`src/rtl/game_pkg.sv`:
```
// Shared game-state codes and 7-segment encodings (active-low gfedcba) for the score path.
package game_pkg;

  localparam logic [1:0] GAME_INIT  = 2'd0;
  localparam logic [1:0] GAME_START = 2'd1;
  localparam logic [1:0] GAME_END   = 2'd2;
  localparam logic [1:0] GAME_RESET = 2'd3;

  localparam logic [6:0] SEG_ZERO  = 7'b1000000;
  localparam logic [6:0] SEG_ONE   = 7'b1111001;
  localparam logic [6:0] SEG_TWO   = 7'b0100100;
  localparam logic [6:0] SEG_THREE = 7'b0110000;
  localparam logic [6:0] SEG_FOUR  = 7'b0011001;
  localparam logic [6:0] SEG_FIVE  = 7'b0010010;
  localparam logic [6:0] SEG_SIX   = 7'b0000010;
  localparam logic [6:0] SEG_SEVEN = 7'b1111000;
  localparam logic [6:0] SEG_EIGHT = 7'b0000000;
  localparam logic [6:0] SEG_NINE  = 7'b0010000;
  localparam logic [6:0] SEG_OFF   = 7'b1111111;

  function automatic logic [6:0] bcd_to_seg(input logic [3:0] digit);
    logic [6:0] seg;
    unique case (digit)
      4'd0:    seg = SEG_ZERO;
      4'd1:    seg = SEG_ONE;
      4'd2:    seg = SEG_TWO;
      4'd3:    seg = SEG_THREE;
      4'd4:    seg = SEG_FOUR;
      4'd5:    seg = SEG_FIVE;
      4'd6:    seg = SEG_SIX;
      4'd7:    seg = SEG_SEVEN;
      4'd8:    seg = SEG_EIGHT;
      4'd9:    seg = SEG_NINE;
      default: seg = SEG_OFF;
    endcase
    return seg;
  endfunction

endpackage

```
`src/rtl/bcd_digit_counter.sv`:
```
// One BCD digit of the score chain; carry_out is combinational so a whole
// chain of digits rolls over on a single edge.
module bcd_digit_counter (
  input  logic       game_clk,
  input  logic       rst,
  input  logic       inc_in,
  input  logic       clear,
  output logic [3:0] value,
  output logic       carry_out,
  output logic       is_nine
);

  logic [3:0] value_q, value_d;

  assign is_nine   = (value_q == 4'd9);
  assign carry_out = inc_in & is_nine;
  assign value     = value_q;

  always_comb begin
    value_d = value_q;
    if (clear) begin
      value_d = 4'd0;
    end else if (inc_in) begin
      value_d = is_nine ? 4'd0 : value_q + 4'd1;
    end
  end

  always_ff @(posedge game_clk or posedge rst) begin
    if (rst) begin
      value_q <= 4'd0;
    end else begin
      value_q <= value_d;
    end
  end

endmodule

```
`src/rtl/score_keeper_bcd.sv`:
```
// BCD score / high-score keeper with prescaled increment, record detection and a
// registered 7-segment display of either value.
module score_keeper_bcd
  import game_pkg::*;
#(
  parameter int unsigned DIGITS         = 4,
  parameter int unsigned TICK_DIV       = 20,
  parameter bit          SEG_ACTIVE_LOW = 1'b1
) (
  input  logic                  game_clk,
  input  logic                  rst,
  input  logic [1:0]            game_state,
  input  logic                  mode,
  output logic [4*DIGITS-1:0]   score,
  output logic [4*DIGITS-1:0]   high_score,
  output logic [7*DIGITS-1:0]   display_all,
  output logic                  new_record,
  output logic                  saturated
);

  localparam int unsigned   PW        = (TICK_DIV > 1) ? $clog2(TICK_DIV) : 1;
  localparam logic [PW-1:0] PRESC_MAX = PW'(TICK_DIV - 1);
  localparam logic [6:0]    ZERO_POL  = SEG_ACTIVE_LOW ? SEG_ZERO : ~SEG_ZERO;

  logic [PW-1:0]          presc_q, presc_d;
  logic [4*DIGITS-1:0]    high_q, high_d;
  logic [7*DIGITS-1:0]    disp_q, disp_d;
  logic [1:0]             prev_q;
  logic                   nr_q, nr_d;
  logic                   sat_q, sat_d;
  logic                   tick, clear, all_nines;
  logic [DIGITS:0]        carry;
  logic [DIGITS-1:0]      nine;
  logic [4*DIGITS-1:0]    disp_sel;
  logic                   unused_carry;

  always_comb begin
    presc_d = presc_q;
    tick    = 1'b0;
    if (game_state == GAME_START) begin
      if (presc_q == PRESC_MAX) begin
        presc_d = '0;
        tick    = 1'b1;
      end else begin
        presc_d = presc_q + PW'(1);
      end
    end else if (game_state == GAME_RESET) begin
      presc_d = '0;
    end
  end

  assign clear     = (game_state == GAME_RESET);
  assign all_nines = &nine;
  // A tick at all-nines is swallowed so the score sticks instead of wrapping.
  assign carry[0]  = tick & ~all_nines;
  assign unused_carry = carry[DIGITS];

  for (genvar g = 0; g < DIGITS; g++) begin : g_digit
    bcd_digit_counter u_digit (
      .game_clk  (game_clk),
      .rst       (rst),
      .inc_in    (carry[g]),
      .clear     (clear),
      .value     (score[4*g +: 4]),
      .carry_out (carry[g+1]),
      .is_nine   (nine[g])
    );
  end

  always_comb begin
    sat_d  = sat_q;
    high_d = high_q;
    nr_d   = nr_q;
    if (game_state == GAME_RESET) begin
      sat_d = 1'b0;
      nr_d  = 1'b0;
    end else if (tick && all_nines) begin
      sat_d = 1'b1;
    end
    // Packed BCD digits compare correctly as a plain unsigned vector (MSD first).
    if (game_state == GAME_END && prev_q != GAME_END && score > high_q) begin
      high_d = score;
      nr_d   = 1'b1;
    end
  end

  always_comb begin
    disp_sel = mode ? high_q : score;
    disp_d   = '0;
    for (int i = 0; i < DIGITS; i++) begin
      disp_d[7*i +: 7] = SEG_ACTIVE_LOW ? bcd_to_seg(disp_sel[4*i +: 4])
                                        : ~bcd_to_seg(disp_sel[4*i +: 4]);
    end
  end

  always_ff @(posedge game_clk or posedge rst) begin
    if (rst) begin
      presc_q <= '0;
      high_q  <= '0;
      nr_q    <= 1'b0;
      sat_q   <= 1'b0;
      prev_q  <= GAME_INIT;
      disp_q  <= {DIGITS{ZERO_POL}};
    end else begin
      presc_q <= presc_d;
      high_q  <= high_d;
      nr_q    <= nr_d;
      sat_q   <= sat_d;
      prev_q  <= game_state;
      disp_q  <= disp_d;
    end
  end

  assign high_score  = high_q;
  assign new_record  = nr_q;
  assign saturated   = sat_q;
  assign display_all = disp_q;

endmodule

```
`config.mk`:
```
export PLATFORM = sky130hd
export DESIGN_NAME = score_keeper_bcd
export DESIGN_NICKNAME = d
export VERILOG_FILES = /design/src/rtl/game_pkg.sv /design/src/rtl/bcd_digit_counter.sv /design/src/rtl/score_keeper_bcd.sv
export SDC_FILE = /design/constraint.sdc
export NUM_CORES = 1
export LEC_CHECK = 0
export CORE_MARGIN = 5
export CORE_UTILIZATION = 55
export DETAILED_ROUTE_END_ITERATION = 8
export HOLD_SLACK_MARGIN = 0.12
export PLACE_DENSITY = 0.89
export SLEW_MARGIN = 15
export SYNTH_ARGS = -nofsm -noshare
export SYNTH_HDL_FRONTEND = slang
export SYNTH_SLANG_ARGS = --single-unit
```
`constraint.sdc`:
```
create_clock -name game_clk -period 3.7 [get_ports game_clk]
set_input_delay 0.37 -clock game_clk [delete_from_list [all_inputs] [get_ports game_clk]]
set_output_delay 0.37 -clock game_clk [all_outputs]
set_load 0.01 [all_outputs]
```
Word-level counts from Yosys, hierarchy flattened
Memories as Yosys holds them, arrays and structs flattened. A register that Yosys moved wholly into a read port is not among the register bits.
Index checks and enable logic that the tools add are counted.
Word-level totals
  bits in registers: 41
  bits in latches: 0
  bits in writable memories: 0
  bits in read-only memories: 448
  memories kept: 4
Memory list
  (no name shown): words 16, width 7, rd ports 1, clocked after memory_dff 1, write ports 0, line game_pkg.sv:23  | unique case (digit)
  (no name shown): words 16, width 7, rd ports 1, clocked after memory_dff 1, write ports 0, line game_pkg.sv:23
  (no name shown): words 16, width 7, rd ports 1, clocked after memory_dff 1, write ports 0, line game_pkg.sv:23
  (no name shown): words 16, width 7, rd ports 1, clocked after memory_dff 1, write ports 0, line game_pkg.sv:23
Operators by class
  $add $sub $neg: 5
  multipliers: 0
  divide/modulo/power cells: 0
  magnitude comparators: 1
  eq/ne operators: 9
  shift-type cells: 0
  multiplexer cells: 22
  bitwise logic cells: 5
  reduce and logical (&&, ||, !) cells: 11
Operator list (number)
  4-bit two-way mux: 12
  4-bit by 1-bit adder with 4-bit output, second input constant: 4
  4-bit == test, second input constant: 4
  16-bit > comparator: 1
  16-bit two-way mux: 1
  5-bit two-way mux: 3
  2-bit nonzero test: 7
  1-bit two-way mux: 6
  5-bit by 1-bit adder with 5-bit output, second input constant: 1
  5-bit == test, second input constant: 1
  1-bit AND: 4
  2-bit == test, second input constant: 2
  4-bit AND reduction: 1
  1-bit logical AND: 3
  2-bit by 1-bit == test with 1-bit output, second input constant: 1
  2-bit inequality test, second input constant: 1
  1-bit inverter: 1

Longest topological paths before layout
Gate-level depths: netlist (run 1).
  word-level depth: 9
  mapped depth: 9

Hierarchy
Synthesis (run 1) repeated with hierarchy kept, for this count alone.
Unflattened totals
  cell total of the unflattened synthesis: 402
  area, all modules: 4115.2 sq um
By module, submodules not included
  score_keeper_bcd: times used 1, cells an instance 294, area each 3104.2 sq um, sequential area each 1331.3 sq um
  bcd_digit_counter: times used 4, cells an instance 27, area each 252.7 sq um, sequential area each 100.1 sq um

Least setup slack after synthesis (run 1)
OpenSTA, ideal clock, no wires.
  kind: register to register
  start: reg g_digit[3].u_digit.value_q[3]
  end: reg high_q[0], in the netlist high_score[0]
  setup time: 0.128 ns
  arrival: 2.267 ns
  required time: 3.572 ns
  setup slack: 1.305 ns
  stages on the path, launching flop included: 8
  buffers on the path: 1
  clock period less this slack: 2.395 ns
  cell sequence: dfrtp_1 ha_1 nand4_1 nor4_1 o21ai_1 a31oi_4 buf_4 mux2_1
On the way
  longest elaborated chain between the ends: 2
Ends and longest elaborated chain
  from (decl): line bcd_digit_counter.sv:13  | logic [3:0] value_q, value_d;
  from (signal assigned): line bcd_digit_counter.sv:32  | value_q <= value_d;
  16-bit > comparator: line score_keeper_bcd.sv:81  | if (game_state == GAME_END && prev_q != GAME_END && score > high_q) begin
  1-bit logical AND: line score_keeper_bcd.sv:81
  to (signal assigned): line score_keeper_bcd.sv:106  | high_q <= high_d;
  to (decl): line score_keeper_bcd.sv:26  | logic [4*DIGITS-1:0] high_q, high_d;
Every way passes these cells.
A chain may end at the register's enable or synchronous reset.

Final worst setup path (run 1)
  start: reg g_digit[3].u_digit.value_q[3]
  end: reg high_q[8], in the netlist high_score[8]
The elaborated chain is that of the path after synthesis.

==> results.toml, run 1 <==
[die]
std_cell_rows = 31
die_width_um = 95.6
floorplan.die_area_um2 = 9140
fp.dieH_um = 95.6
initial_standard_cell_utilization_of_the_core_pct = 56.2
floorplan.io_pins = 67
core_footprint_um2 = 7180

[cts]
clk-insertion-delay-late_ps = 340
clock_sinks = 69
max-clock-path-buffers = 2
cts_root_buf = "sky130_fd_sc_hd__clkbuf_8"
cts_made_buffers = 9
cts_tree = "yes"
post-cts-setup-buffers = 0
cts.clk_slew.worst_paths_ps = 80
ctsResizeCount = 0
cts_hold_repair.buffers = 0
h-tree-depth = 3

[worst_setup_path]
worst_ep_arrival_time_ps = 3040
required_ps = 3930
critical_path.startpoint_type = "flop"
critPathMaxFanout = 17
criticalPathCategory = "reg2reg"
setup_crit_end_kind = "flop"
reg2regPathDepth = 6

[worst_hold_path]
holdCritPathClass = "in2async"

[pwr]
power.density_cell_area_nw_per_um2 = 337
total_leakage_power_nw = 2.47
combinationalPowerShare_pct = 7.5
max-vdd-ir-drop_v = 0.000168
switching_power_w = 0.000365
sw_frac_of_total_pct = 21.5
seq_pwr_share_pct = 46.3
internal_power_w = 0.00133
power.share.clock_pct = 46.2

[routing]
wire_length_after_detailed_routing_um = 9280
post-route-drc-count = 0
via_count = 3232
metal3_wl_um = 542
post_drt_via_cell_ratio = 5.66
dr.first_iter.drc_count = 183
routed_wirelength_normalized_by_instance_count_um = 16.3
top_layer = "met4"
route.layer.met1.wl_um = 3910
first_pass_iters = 5
wl_met2_um = 4700
ant_nets = 0

[placement]
place.gp.congestion = 0.878
dp_hpwl_um = 6670
port_buffers = 66
dp_cells = 555

[synth]
synth_warnings = 0
synthArstFlopShare_pct = 100
ys_top_cells_by_area = "sky130_fd_sc_hd__dfrtp_1 (40%), sky130_fd_sc_hd__ha_1 (14%), sky130_fd_sc_hd__mux2i_1 (4.5%)"
netlist-cell-type-count = 48
yosys.area.top_type = "sky130_fd_sc_hd__dfrtp_1"
synthCells = 395
synth.ff_latch_count = 69
synth_enable_flop_cells = 0
synthMostInstantiatedCell = "sky130_fd_sc_hd__dfrtp_1"
synth.top_cell.area_share_pct = 40.4
syn-num-nets = 445
synth_commonest_cells = "sky130_fd_sc_hd__dfrtp_1 (65), sky130_fd_sc_hd__ha_1 (45), sky130_fd_sc_hd__nor2_1 (43)"
synth_sequential_area_ratio_pct = 43.0
synth_area_per_cell_um2 = 10.2
syn-cell-area_um2 = 4030
synth_flop_cell = "sky130_fd_sc_hd__dfrtp_1"

[cells_and_area]
filler_cell_count = 500
layoutNonFillerInstCount = 571
num_antenna_cells = 0
final_layout_size_suffix_gt1_share_pct = 8.47
area_delta_synth_final_pct = 25.3
final-seq-area_um2 = 1730
final_core_utilization_pct = 70.4
nets = 517
multi_input_comb_area_um2 = 2120

[global_route]
antenna_found_initial = 0
number_of_global_route_vias_before_repair = 3275
grt_pass1_wl_um = 15400
global_route.usage.total_pct = 21.6
grt_max_degree = 43
grt.overflow.total = 0

[timing]
number_of_hold_slack_violations_in_the_final_timing_report = 0
fmax_mhz = 355
finClkSkew_ps = 7.46
max_slew.worst_pin.slew_ps = 927
max-slew-margin-rel_pct = 38.0
final-max-slew-violation-count = 0
tns_ps = 0
setup-violations-final = 0
fin_hold_ws_ps = 401
period_minus_slack_ps = 2820
rsz0062_at_grt = "no"
period_share_pct = 76.1

[status]
status = "finished clean"

[job]
drv_cap = 0
==> sequential cells by signal, indices dropped and copies added, names as in the netlist <==
name and cells:
display_all 28, g_digit.u_digit.value 16, high_score 16, presc_q 5, prev_q 2, new_record 1
saturated 1
==> worst paths after layout <==
check,start,to,slack (ps)
max in group asynchronous,rst,display_all[20],2320
worst min register to register,saturated,saturated,520
worst min-delay path,rst,display_all[26],400
min in group game_clk,saturated,saturated,520
worst max-delay path,g_digit[3].u_digit.value[3],high_score[8],880
worst max register to register,g_digit[3].u_digit.value[3],high_score[8],880
==> layer usage <==
metal | track usage, % | vias up
met1 | 27.5 | 1589
met5 | 0 | -
met3 | 4.18 | 15
met2 | 36.0 | 110
met4 | 8.89 | 0
li1 | - | 1518
==> area by class of cell <==
type,count,share of cell area [%]
flip-flops and latches,69,34.3
repair buffers,69,13.5
clock inverters,3,1.78
well taps,99,2.45
clock buffers,13,3.35
multi-input cells,283,42.0
inverters,35,2.60
==> cell usage in the layout, fill, tap and decap left out, drive strengths merged, types with 13 or more instances in the layout <==
master	instances
a21oi	31
clkbuf	13
clkdlybuf4s50	66
dfrtp	65
ha	45
inv	35
mux2	15
mux2i	18
nand2	21
nor2	43
o21ai	21
==> cell families (layout without fill, tap and decap cells) <==
logic type	count (synthesis)	after routing	synth area share (%)
muxes	33	33	8.66
DFF	69	69	43.0
AOI/OAI and AO/OA	82	82	12.9
buffers and inverters	43	120	4.44
adders and majority gates	45	45	14.0
xor gates and xnor gates	11	11	2.39
and+or+nand+nor	112	112	14.6
==> worst max-delay path, stage by stage (launching register included) <==
cell and delay [ps]:
sky130_fd_sc_hd__dfrtp_1 470, sky130_fd_sc_hd__ha_1 350, sky130_fd_sc_hd__nand4_1 160, sky130_fd_sc_hd__nor4_1 460, sky130_fd_sc_hd__o21ai_1 200, sky130_fd_sc_hd__a31oi_4 640
sky130_fd_sc_hd__mux2_2 410
==> power by group through the flow <==
stage               clock network [W]  logic (W)  registers [W]
detailed placement                  0   0.000128       0.000801
floorplan                           0  0.0000742       0.000806
global placement                    0   0.000122       0.000800
finish                       0.000785   0.000128       0.000787
global route                 0.000829   0.000143       0.000788
CTS                          0.000791   0.000129       0.000787
==> through the flow <==
step / instance area (µm²) / setup slack (ps) / total power, W
2_1_floorplan: 4030 / 1310 / 0.000880
3_3_place_gp: 4790 / 867 / 0.000922
3_5_place_dp: 4790 / 704 / 0.000929
4_1_cts: 5050 / 892 / 0.00171
5_1_grt: 5050 / 669 / 0.00176
6_report: 5050 / 885 / 0.00170
No activity file was read; power rests on OpenSTA's default activity.
==> run 2, diff against run 1 <==
Settings changed: CORE_UTILIZATION 55 to 54, PLACE_DENSITY 0.89 to 0.88.
Clock period 3.7 ns to 2.6 ns, I/O delays scaled along.
==> run 2 against run 1 <==
  * Worst hold slack got worse by 99 ps
  * Critical path type unchanged
  * Critical endpoint is now high_score[10]
  * Setup slack worse by 710 ps
  * Total power increased by 34%
  * Clock skew fell by 0.97 ps
  * Final cell count rose by 2.8%
  * Die area increased by 1.7%
  * Non-clock buffer count is 16 higher
  * Critical path depth rose by 2
  * Flip-flop and latch count stayed put
  * Cell area up 2.4%
==> results.toml, run 2 (synthesis gave the netlist of run 1 again) <==
[placement]
dp_cells = 571
place.gp.congestion = 0.817
dp_hpwl_um = 6870
port_buffers = 66
dp_worst_setup_slack_ps = 174

[timing]
max-slew-margin-rel_pct = 51.6
number_of_hold_slack_violations_in_the_final_timing_report = 0
rsz0062_at_grt = "no"
fin_ws_ps = 178
final-max-slew-violation-count = 0
period_share_pct = 93.2
period_minus_slack_ps = 2420
max_slew.worst_pin.slew_ps = 707
fin_hold_ws_ps = 303
fmax_mhz = 413
setup-violations-final = 0
finClkSkew_ps = 6.49
tns_ps = 0

[cts]
cts_made_buffers = 9
max-clock-path-buffers = 2
clock_sinks = 69
cts.clk_slew.worst_paths_ps = 80
post-cts-setup-buffers = 0
cts_root_buf = "sky130_fd_sc_hd__clkbuf_8"
clk-insertion-delay-late_ps = 350
cts_tree = "yes"
cts_hold_repair.buffers = 0
h-tree-depth = 3

[cells_and_area]
final-seq-area_um2 = 1730
layout.cells.most_common = "sky130_fd_sc_hd__clkdlybuf4s50_1"
multi_input_comb_area_um2 = 2130
final_core_utilization_pct = 71.3
nets = 533
area_delta_synth_final_pct = 28.3
largest_register_ffs = 28
filler_cell_count = 505
layout_common_cells = "sky130_fd_sc_hd__clkdlybuf4s50_1 (66), sky130_fd_sc_hd__dfrtp_1 (65), sky130_fd_sc_hd__ha_1 (45)"
layoutNonFillerInstCount = 587
final_layout_size_suffix_gt1_share_pct = 11.7
num_antenna_cells = 0

[routing]
ant_nets = 0
post_drt_via_cell_ratio = 5.49
via_count = 3221
post-route-drc-count = 0
wire_length_after_detailed_routing_um = 9330
first_pass_iters = 4
dr.first_iter.drc_count = 139
routed_wirelength_normalized_by_instance_count_um = 15.9

[die]
die_width_um = 96.4
floorplan.io_pins = 67
fp.dieH_um = 96.4
floorplan.die_area_um2 = 9290
std_cell_rows = 31
initial_standard_cell_utilization_of_the_core_pct = 55.6
core_footprint_um2 = 7250

[status]
status = "finished clean"

[worst_hold_path]
holdCritPathClass = "in2async"

[worst_setup_path]
worst_ep_arrival_time_ps = 2650
worst_path_largest_cell_delay_ps = 400
reg2regPathDepth = 8
critPathMaxFanout = 17
criticalPathCategory = "reg2reg"
setup_crit_end_kind = "flop"
path_cells = "inv_1 -> ha_1 -> nand4_1 -> nor4_2 -> o21ai_1 -> a31oi_4 -> buf_12 -> mux2_2"
ff2ff_setup_slack_ps = 180
critical_path.startpoint_type = "flop"
worst_path_max_delay_cell = "sky130_fd_sc_hd__dfrtp_1"
r2r-end = "high_score[10]"
required_ps = 2830
worst_r2r_startpoint = "high_score[15]"

[global_route]
grt.overflow.total = 0
grt_max_degree = 70
number_of_global_route_vias_before_repair = 3245
grt_pass1_wl_um = 15000
antenna_found_initial = 0
global_route.usage.total_pct = 20.9

[pwr]
internal_power_w = 0.00173
max-vdd-ir-drop_v = 0.000228
total_leakage_power_nw = 2.53
power.density_cell_area_nw_per_um2 = 440
sw_frac_of_total_pct = 24.0
combinationalPowerShare_pct = 8.4
seq_pwr_share_pct = 49.2
power.share.clock_pct = 42.4
switching_power_w = 0.000546

[job]
drv_cap = 0
[run 2: cell types whose count changed in the layout (fill, tap and decap cells not counted), sizes merged]
cell and delta:
buf +16, bufinv -1, clkbuf -3, clkinv +1, clkinvlp +3
[run 2: repair_timing]
action | CTS | global route
setup endpoints to repair | 0 | 11
endpoints found under the hold margin | 0 | 0
resized for setup | 0 | 1
[run 2: cell type report]
type,count,share of cell area [%]
clock inverters,6,1.69
multi-input cells,283,41.1
clock buffers,10,2.47
repair buffers,85,16.3
flip-flops and latches,69,33.5
inverters,35,2.54
well taps,99,2.40
[run 2: stage by stage]
step	cell area (µm²)	total power, W
2_1_floorplan	4030	0.00125
3_5_place_dp	4950	0.00133
3_3_place_gp	4950	0.00132
5_1_grt	5170	0.00235
4_1_cts	5160	0.00228
6_report	5170	0.00227
[run 2: metal layers]
layer  GRT usage [%]  share of wire (%)  vias to the layer above
li1                -                  -                     1547
met1            25.3                 43                     1562
met2            37.0                 51                       95
met3            3.10                4.8                       17
met4            8.41                1.8                        0
met5               0                  0                        -
[run 2: worst max path at each step]
| stage | from | endpoint | slack (ps) | cells past startpoint |
|---|---|---|---|---|
| final | high_score[15] | high_score[10] | 180 | 8 |
| after global routing | high_score[15] | high_score[10] | 50 | 8 |
| after CTS | high_score[15] | high_score[10] | 150 | 8 |
| after detailed placement | high_score[14] | high_score[8] | 170 | 8 |
| after global placement | high_score[15] | high_score[11] | 260 | 8 |
| after floorplan | g_digit[3].u_digit.value[3] | high_score[0] | 210 | 7 |
[run 2: power by group through the flow]
stage	clock network (W)	registers [W]	logic (W)
after global placement	0	0.00114	0.000184
final	0.000965	0.00112	0.000192
after detailed placement	0	0.00114	0.000191
after CTS	0.000972	0.00112	0.000193
after global routing	0.00102	0.00112	0.000212
after floorplan	0	0.00115	0.000106
[run 2: critical path, delay by kind of cell, from the launching register on]
family / cells / cell delay (ps)
AOI/OAI and AO/OA: 2 / 390
adders and majority gates: 1 / 310
buffers and inverters: 2 / 250
DFF: 1 / 400
muxes: 1 / 360
and+or+nand+nor: 2 / 590
